<file path="config.mk">
export PLATFORM = sky130hd
export DESIGN_NAME = fetch_queue_flat
export DESIGN_NICKNAME = d
export VERILOG_FILES = /design/src/rtl/fetch_queue_if.sv /design/src/rtl/fetch_queue.sv /design/src/flat_wrapper.sv
export SDC_FILE = /design/constraint.sdc
export NUM_CORES = 1
export LEC_CHECK = 0
export BUFFER_PORTS_ARGS = -buffer_cell sky130_fd_sc_hd__buf_2
export CORE_MARGIN = 1
export CORE_UTILIZATION = 57
export DETAILED_ROUTE_END_ITERATION = 12
export PLACE_DENSITY = 0.85
export SLEW_MARGIN = 10
export SYNTH_ARGS = -nofsm -noshare
export SYNTH_HDL_FRONTEND = slang
export SYNTH_SLANG_ARGS = --single-unit
</file>
<file path="constraint.sdc">
create_clock -name CLK -period 2.56 [get_ports CLK]
set_input_delay 0.128 -clock CLK [delete_from_list [all_inputs] [get_ports CLK]]
set_output_delay 0.128 -clock CLK [all_outputs]
set_load 0.1 [all_outputs]
</file>
<file path="src/rtl/fetch_queue_if.sv">
// Fetch-stage bundle: instruction-memory read port, branch redirect and the
// valid/ready instruction handoff to the controller.
interface fetch_queue_if #(
  parameter int PTR_W = 2
);
  logic             fetch_en;
  logic [15:0]      im_addr;
  logic [31:0]      im_data;
  logic             redirect;
  logic [15:0]      redirect_addr;
  logic             ir_ready;
  logic             ir_valid;
  logic [31:0]      ir;
  logic [15:0]      ir_pc;
  logic [15:0]      ir_pc_inc;
  logic [PTR_W:0]   count;

  // master = core/memory environment, slave = the fetch queue itself
  modport master (
    output fetch_en, im_data, redirect, redirect_addr, ir_ready,
    input  im_addr, ir_valid, ir, ir_pc, ir_pc_inc, count
  );

  modport slave (
    input  fetch_en, im_data, redirect, redirect_addr, ir_ready,
    output im_addr, ir_valid, ir, ir_pc, ir_pc_inc, count
  );
endinterface

</file>
<file path="src/rtl/fetch_queue.sv">
// Instruction prefetch FIFO: a word fetched at edge N is visible on ir after N (one-cycle redirect bubble).
// Full queue stalls fetch_pc unless the head is consumed in the same cycle; redirect flushes everything.
module fetch_queue #(
  parameter int DEPTH = 4,
  parameter int PTR_W = 2
) (
  input  logic          CLK,
  input  logic          RST_F,
  fetch_queue_if.slave  fq
);

  typedef struct packed {
    logic [15:0] pc;
    logic [31:0] dat;
  } entry_t;

  localparam logic [PTR_W:0]   FULL_CNT = (PTR_W+1)'(DEPTH);
  localparam logic [PTR_W:0]   CNT_ONE  = 1;
  localparam logic [PTR_W-1:0] PTR_ONE  = 1;

  entry_t             mem_q [DEPTH];
  logic [15:0]        fetch_pc_q, fetch_pc_d;
  logic [PTR_W-1:0]   rd_ptr_q, rd_ptr_d;
  logic [PTR_W-1:0]   wr_ptr_q, wr_ptr_d;
  logic [PTR_W:0]     count_q, count_d;
  logic               vld;
  logic               pop;
  logic               push;
  entry_t             head;

  assign vld  = (count_q != '0);
  assign pop  = vld & fq.ir_ready;
  // A full queue may still accept a word when the head leaves this cycle
  assign push = fq.fetch_en & ~fq.redirect & ((count_q != FULL_CNT) | pop);

  always_comb begin
    fetch_pc_d = fetch_pc_q;
    rd_ptr_d   = rd_ptr_q;
    wr_ptr_d   = wr_ptr_q;
    count_d    = count_q;
    if (fq.redirect) begin
      fetch_pc_d = fq.redirect_addr;
      rd_ptr_d   = '0;
      wr_ptr_d   = '0;
      count_d    = '0;
    end else begin
      if (push) begin
        wr_ptr_d   = wr_ptr_q + PTR_ONE;
        fetch_pc_d = fetch_pc_q + 16'd1;
      end
      if (pop) begin
        rd_ptr_d = rd_ptr_q + PTR_ONE;
      end
      case ({push, pop})
        2'b10:   count_d = count_q + CNT_ONE;
        2'b01:   count_d = count_q - CNT_ONE;
        default: count_d = count_q;
      endcase
    end
  end

  always_ff @(posedge CLK or negedge RST_F) begin
    if (!RST_F) begin
      fetch_pc_q <= '0;
      rd_ptr_q   <= '0;
      wr_ptr_q   <= '0;
      count_q    <= '0;
    end else begin
      fetch_pc_q <= fetch_pc_d;
      rd_ptr_q   <= rd_ptr_d;
      wr_ptr_q   <= wr_ptr_d;
      count_q    <= count_d;
    end
  end

  // Storage is qualified by count, so it is left unreset
  always_ff @(posedge CLK) begin
    if (push) begin
      mem_q[wr_ptr_q] <= {fetch_pc_q, fq.im_data};
    end
  end

  assign head         = mem_q[rd_ptr_q];
  assign fq.im_addr   = fetch_pc_q;
  assign fq.ir_valid  = vld;
  assign fq.count     = count_q;
  assign fq.ir        = vld ? head.dat : 32'h0;
  assign fq.ir_pc     = vld ? head.pc : 16'h0;
  assign fq.ir_pc_inc = vld ? (head.pc + 16'd1) : 16'h0;

endmodule

</file>
<file path="src/flat_wrapper.sv">
// flat-port wrapper written by rule: the top's interface ports become plain ports
module fetch_queue_flat 
#(
  parameter int DEPTH = 4,
  parameter int PTR_W = 2
)
  (CLK, RST_F, fq_fetch_en, fq_im_data, fq_redirect, fq_redirect_addr, fq_ir_ready, fq_im_addr, fq_ir_valid, fq_ir, fq_ir_pc, fq_ir_pc_inc, fq_count);
  fetch_queue_if #(.PTR_W(PTR_W)) fq_i ();
  input  logic CLK;
  input  logic RST_F;
  input wire logic [$bits(fq_i.fetch_en)-1:0] fq_fetch_en;
  input wire logic [$bits(fq_i.im_data)-1:0] fq_im_data;
  input wire logic [$bits(fq_i.redirect)-1:0] fq_redirect;
  input wire logic [$bits(fq_i.redirect_addr)-1:0] fq_redirect_addr;
  input wire logic [$bits(fq_i.ir_ready)-1:0] fq_ir_ready;
  output wire logic [$bits(fq_i.im_addr)-1:0] fq_im_addr;
  output wire logic [$bits(fq_i.ir_valid)-1:0] fq_ir_valid;
  output wire logic [$bits(fq_i.ir)-1:0] fq_ir;
  output wire logic [$bits(fq_i.ir_pc)-1:0] fq_ir_pc;
  output wire logic [$bits(fq_i.ir_pc_inc)-1:0] fq_ir_pc_inc;
  output wire logic [$bits(fq_i.count)-1:0] fq_count;
  assign fq_i.fetch_en = fq_fetch_en;
  assign fq_i.im_data = fq_im_data;
  assign fq_i.redirect = fq_redirect;
  assign fq_i.redirect_addr = fq_redirect_addr;
  assign fq_i.ir_ready = fq_ir_ready;
  assign fq_im_addr = fq_i.im_addr;
  assign fq_ir_valid = fq_i.ir_valid;
  assign fq_ir = fq_i.ir;
  assign fq_ir_pc = fq_i.ir_pc;
  assign fq_ir_pc_inc = fq_i.ir_pc_inc;
  assign fq_count = fq_i.count;
  fetch_queue #(.DEPTH(DEPTH), .PTR_W(PTR_W)) u_core (.CLK(CLK), .RST_F(RST_F), .fq(fq_i));
endmodule
</file>
# --- Yosys cells after proc, flatten, opt, wreduce, memory -nomap -nowiden ---
# Memories as Yosys holds them, arrays and structs flattened.
# Index checks and enable logic that the tools add are counted.
totals:
  memories: 1
  out_inout_bits: 84
  in_bits: 53
  ram_bits: 192
  reg_bits: 23
classes:
  add_sub_neg: 6
  n_mux: 13
  n_reduce_logical: 4
  bitwise: 5
  eq_ne: 3
mem_list:
  columns: ["name", "depth", "width", "rd", "rd_ports_with_merged_regs", "write_ports", "line", "source"]
  rows:
  - ["u_core.mem_q", 4, 48, 1, 0, 1, "fetch_queue.sv:21", "entry_t mem_q [DEPTH];"]
op_table:
  columns: ["cell", "n"]
  rows:
  - ["$mux W16", 4]
  - ["$add A16 B1 Y16 const B", 2]
  - ["$mux W32", 1]
  - ["$mux W2", 4]
  - ["$pmux W3 S2", 1]
  - ["$reduce_bool A3 Y1", 2]
  - ["$add A2 B1 Y2 const B", 2]
  - ["$reduce_bool A2 Y1", 2]
  - ["$add A3 B1 Y3 const B", 1]
  - ["$and A1 B1 Y1", 3]
  - ["$mux W3", 1]
  - ["$ne A3 B3 Y1 const B", 1]
  - ["$sub A3 B1 Y3 const B", 1]
  - ["$eq A2 B1 Y1 const B", 1]
  - ["$eq A2 B2 Y1 const B", 1]
  - ["$mux W1", 2]
  - ["$not A1 Y1", 1]
  - ["$or A1 B1 Y1", 1]

# --- Depth between registers and ports, before layout ---
depth:
  word_depth: 7
  depth_mapped: 8

# --- Worst setup path after synthesis ---
# No wires, ideal clock.
synth_timing:
  path_kind: "register to output"
  from: "register u_core.count_q[0] (netlist: u_core.fq.count[0])"
  to: "output fq_ir[22]"
  path_slack_ns: -0.682
  path_buffers: 1
  required_time_ns: 2.432
  stages_incl_launch_ff: 5
  arrival_ns: 3.114
  path_cell_list: "dfrtp_1 nor3_1 inv_1 clkbuf_1 and2_1"
synth_via:
  elab_chain_len: 2
synth_lines:
  columns: ["element", "line", "source"]
  rows:
  - ["from (decl)", "fetch_queue.sv:25", "logic [PTR_W:0] count_q, count_d;"]
  - ["from (signal assigned)", "fetch_queue.sv:72", "count_q <= count_d;"]
  - ["$reduce_bool A3 Y1", "fetch_queue.sv:31", "assign vld = (count_q != '0);"]
  - ["net fq_ir_valid", "flat_wrapper.sv:17", "output wire logic [$bits(fq_i.ir_valid)-1:0] fq_ir_valid;"]
  - ["$mux W32", "fetch_queue.sv:87", "assign fq.ir = vld ? head.dat : 32'h0;"]
  - ["to (decl)", "flat_wrapper.sv:18", "output wire logic [$bits(fq_i.ir)-1:0] fq_ir;"]
# The timed path passes the listed nets, and every way through them passes these cells.

# --- Worst setup path after layout ---
layout_timing:
  from: "register u_core.rd_ptr_q[0]"
  to: "output fq_ir_pc_inc[14]"
layout_via:
  elab_chain_len: 3
layout_lines:
  columns: ["element", "line", "source"]
  rows:
  - ["from (decl)", "fetch_queue.sv:23", "logic [PTR_W-1:0] rd_ptr_q, rd_ptr_d;"]
  - ["from (signal assigned)", "fetch_queue.sv:70", "rd_ptr_q <= rd_ptr_d;"]
  - ["$mem_v2 Z4 W48", null, null]
  - ["$add A16 B1 Y16", "fetch_queue.sv:89", "assign fq.ir_pc_inc = vld ? (head.pc + 16'd1) : 16'h0;"]
  - ["$mux W16", "fetch_queue.sv:89", null]
  - ["to (decl)", "flat_wrapper.sv:20", "output wire logic [$bits(fq_i.ir_pc_inc)-1:0] fq_ir_pc_inc;"]
# No other way between the ends.

==> impl_results.md <==
- Final WS setup: -485.4 ps
- Gpl congestion: 0.8327
- RSZ-0062 raised after global routing: true
- # nets final: 804
- Main synth FF type: edfxtp_1
- DR vias/cell: between 6 and 7
- Hold Path Sink: u_core.rd_ptr_q[1]$_DFFE_PN0P_
- Syn Inst Count: 518
- Most frequent cell on the critical path: buf_12
- Commonest non-fill, non-tap cell in the layout: edfxtp_1
- Hpwl dp: about 13,000 microns
- Die Area: ~0.016 sq mm
- CP bufs+invs: 3
- P&R area growth vs syn: 38.04%
- Startpoint types: flop
- Post-synthesis sequential area ratio: 0.7034
- Die Width: approximately 130 microns
- Critical path's top delay family: simple AND/OR/NAND/NOR gates
- Core Area: 0.01531 sq mm
- Clock sinks: 215
- Hold Violations, Final: 0
- Share of cells above drive strength 1: 0.4373
- Initial core utilization: 0.5886
- Met1 wire length: 8675 microns
- DR DRC count: 0
- H-tree Lvls: 1
- Worst-path clk slew: 60 ps
- Flops & latches, synth: 215
- Setup violators final: 14
- Post-synth EDFFs: between 150 and 200
- Final core occ: 0.8126
- Fmax: 0.3284 GHz
- Measured slew at the worst slew-check pin: 823.6 ps
- Final wirelength: 23,940 microns
- Most frequent cells in the layout: edfxtp_1, buf_2, buf_12, dlygate4sd3_1, mux4_2
- Mean post-synth cell area: 17.40 sq um
- CP max FO: 7
- Crit path time final: 3045 ps
- Reg-to-Reg End: u_core.fq.im_addr[14]$_DFFE_PN0P_
- Via count: roughly 5,900
- Post-route ant nets: 0
- Final Skew: between 8 and 9 ps
- WP depth: 8
- DR WL/cell: 24.70 microns
- Setup TNS: -3256 ps
- Hold path startpoint: fq_ir_ready
- Total grt overflow: 0
- Outcome: finished, violations left
- Fin. max-slew vios: 0
- Root Driver: clkbuf_16
- Asr flop ratio synth: 0.1070
- CTS tree: built
- Worst reg-to-reg setup slack: about 180 ps
- Initial antenna violation count: 0
- Worst EP required: 2430 ps
- Vias in the first global route: 6,141
- Worst Setup Path Type: flop to primary output
- Static leakage: 0.004446 uW
- YS warnings: 0
- CTS Buffer Depth: 3
- First-pass DRT Iterations: 5
- Mapped cell area: ~0.0090 sq mm
- Failing checks: setup timing
- Cell Area, Placed: 0.01093 sq mm
- Crit-path slowest cell: dfrtp_4
- # IOs: 137
- CP cell instances: buf_12 > buf_6 > mux4_2 > nand3_4 > nor4_4 > xnor2_1 > nor2_1 > buf_12
- Cell Pwr Density: 1119 mW/mm^2
- Violation count after the first detailed-routing iteration: 486
- Final Cycle Share: 1.190
- Crit path arrival time: between 2000 and 3000 ps
- Slowest stage delay, CP: between 500 and 600 ps
- Reg2reg start: u_core.fq.count[0]$_DFFE_PN0P_
- VDD IR max: 0.6225 mV
- Slew margin rel.: 0.4467
- Met2 WL: 13,200 microns
- Port Buffer Count: ~140
- Max Used Layer: met4
- Total Routing Usage GR: 0.2871
- Total nets after synthesis: 578
- Core Rows: 45
- Crit end category: primary output
- Chip height: approximately 130 microns
- Global-route wire length before repair: 34,500 microns
- Finished Cell Area: 0.01244 sq mm
- Post-synthesis cell type count: 50
- Max-Cap Viols: 0
- Inserted Clock Buffers: 21
- Largest net degree at the start of global routing: 49
- Hold Path Stages: 4
- Worst reg2reg path depth: 6
- WL met3: 1439 microns
- Clock Latency Late Sink: 490 ps
- HP Class: input port to flop
-- worst register-to-register path: cells and delay by family (launching register included) --
| kind | cells | cell delay [ps] |
|---|---|---|
| AOI/OAI and AO/OA | 3 | 400 |
| buffers and inverters | 1 | 230 |
| DFF | 1 | 470 |
| and+or+nand+nor | 2 | 1100 |
-- cells by family after synthesis --
group | synth area share
compound gates | 0.03470
xor+xnor | 0.01457
flops | 0.7034
mux | 0.1231
fa+ha+maj | 0.01055
simple gates | 0.09494
buf+inv | 0.01874
-- routing by layer --
metal / track usage / vias to the layer above
li1: - / 2494
met1: 0.3490 / 3009
met2: 0.5214 / 335
met3: 0.03965 / 49
met4: 0.1114 / 0
met5: 0 / -
-- what timing repair did --
action,CTS,global route
cloned,1,1
hold endpoints to repair,167,0
buffers inserted,16,10
setup endpoints to repair,14,28
resized for setup,27,17
hold buffers,49,0
pin swaps,10,8
-- worst max path at each step --
stage,from,to
floorplan,u_core.fq.count[0]$_DFFE_PN0P_,fq_ir_pc[11]
CTS,u_core.rd_ptr_q[0]$_DFFE_PN0P_,fq_ir_pc_inc[13]
finish,u_core.rd_ptr_q[0]$_DFFE_PN0P_,fq_ir_pc_inc[14]
detailed placement,u_core.rd_ptr_q[0]$_DFFE_PN0P_,fq_ir_pc_inc[13]
global placement,u_core.rd_ptr_q[0]$_DFFE_PN0P_,fq_ir_pc_inc[14]
global route,u_core.rd_ptr_q[0]$_DFFE_PN0P_,fq_ir_pc_inc[14]
-- metrics by stage --
step | setup slack (ps) | hold slack [ps] | std cells | power (uW)
2_1_floorplan | -499.0 | -167.6 | 518 | 8528
3_3_place_gp | 256.6 | 134.8 | 855 | 10550
3_5_place_dp | 194.6 | 135.7 | 855 | 10640
4_1_cts | -206.3 | 33.98 | 957 | 13670
5_1_grt | -560.5 | 70.06 | 968 | 14250
6_report | -485.4 | 40.04 | 969 | 13920
-- flip-flops by register name, summed over array words and instances, names as in the netlist --
signal,count
u_core.wr_ptr_q,2
u_core.fq.count,3
u_core.mem_q,192
u_core.fq.im_addr,16
u_core.rd_ptr_q,2
-- area by class of cell --
class	instances	area, sq um
inverter	8	30.03
timing repair buffer	227	2460
antenna	1	2.502
fill	763	2870
tap	211	264.0
clock buffer	26	544.3
multi-input combinational	271	2721
sequential	215	6346
clock inverter	10	76.32
-- power breakdown --
group / switching, uW / internal (uW) / total, uW
clock network: 1240 / 1610 / 2850
logic: 4540 / 2320 / 6860
registers: 179 / 4030 / 4210
-- synth_stat cells (3+ instances only) --
master,number,area share
and2_1,46,0.032
ha_1,6,0.0083
a221o_1,4,0.0044
o21ai_0,16,0.0089
nor3_1,8,0.0044
a31oi_1,4,0.0028
buf_2,8,0.0044
inv_1,8,0.0033
nor4_2,3,0.0042
mux4_2,43,0.11
nand2_1,23,0.0096
dfrtp_1,23,0.064
xor2_1,5,0.0049
nor2_1,32,0.013
xnor2_1,10,0.0097
clkbuf_1,11,0.0046
and3_1,7,0.0049
nand3_1,15,0.0083
a21oi_1,6,0.0033
mux4_1,5,0.015
edfxtp_1,192,0.64
o311ai_0,8,0.0078
Power figures use the tool's default switching activity.
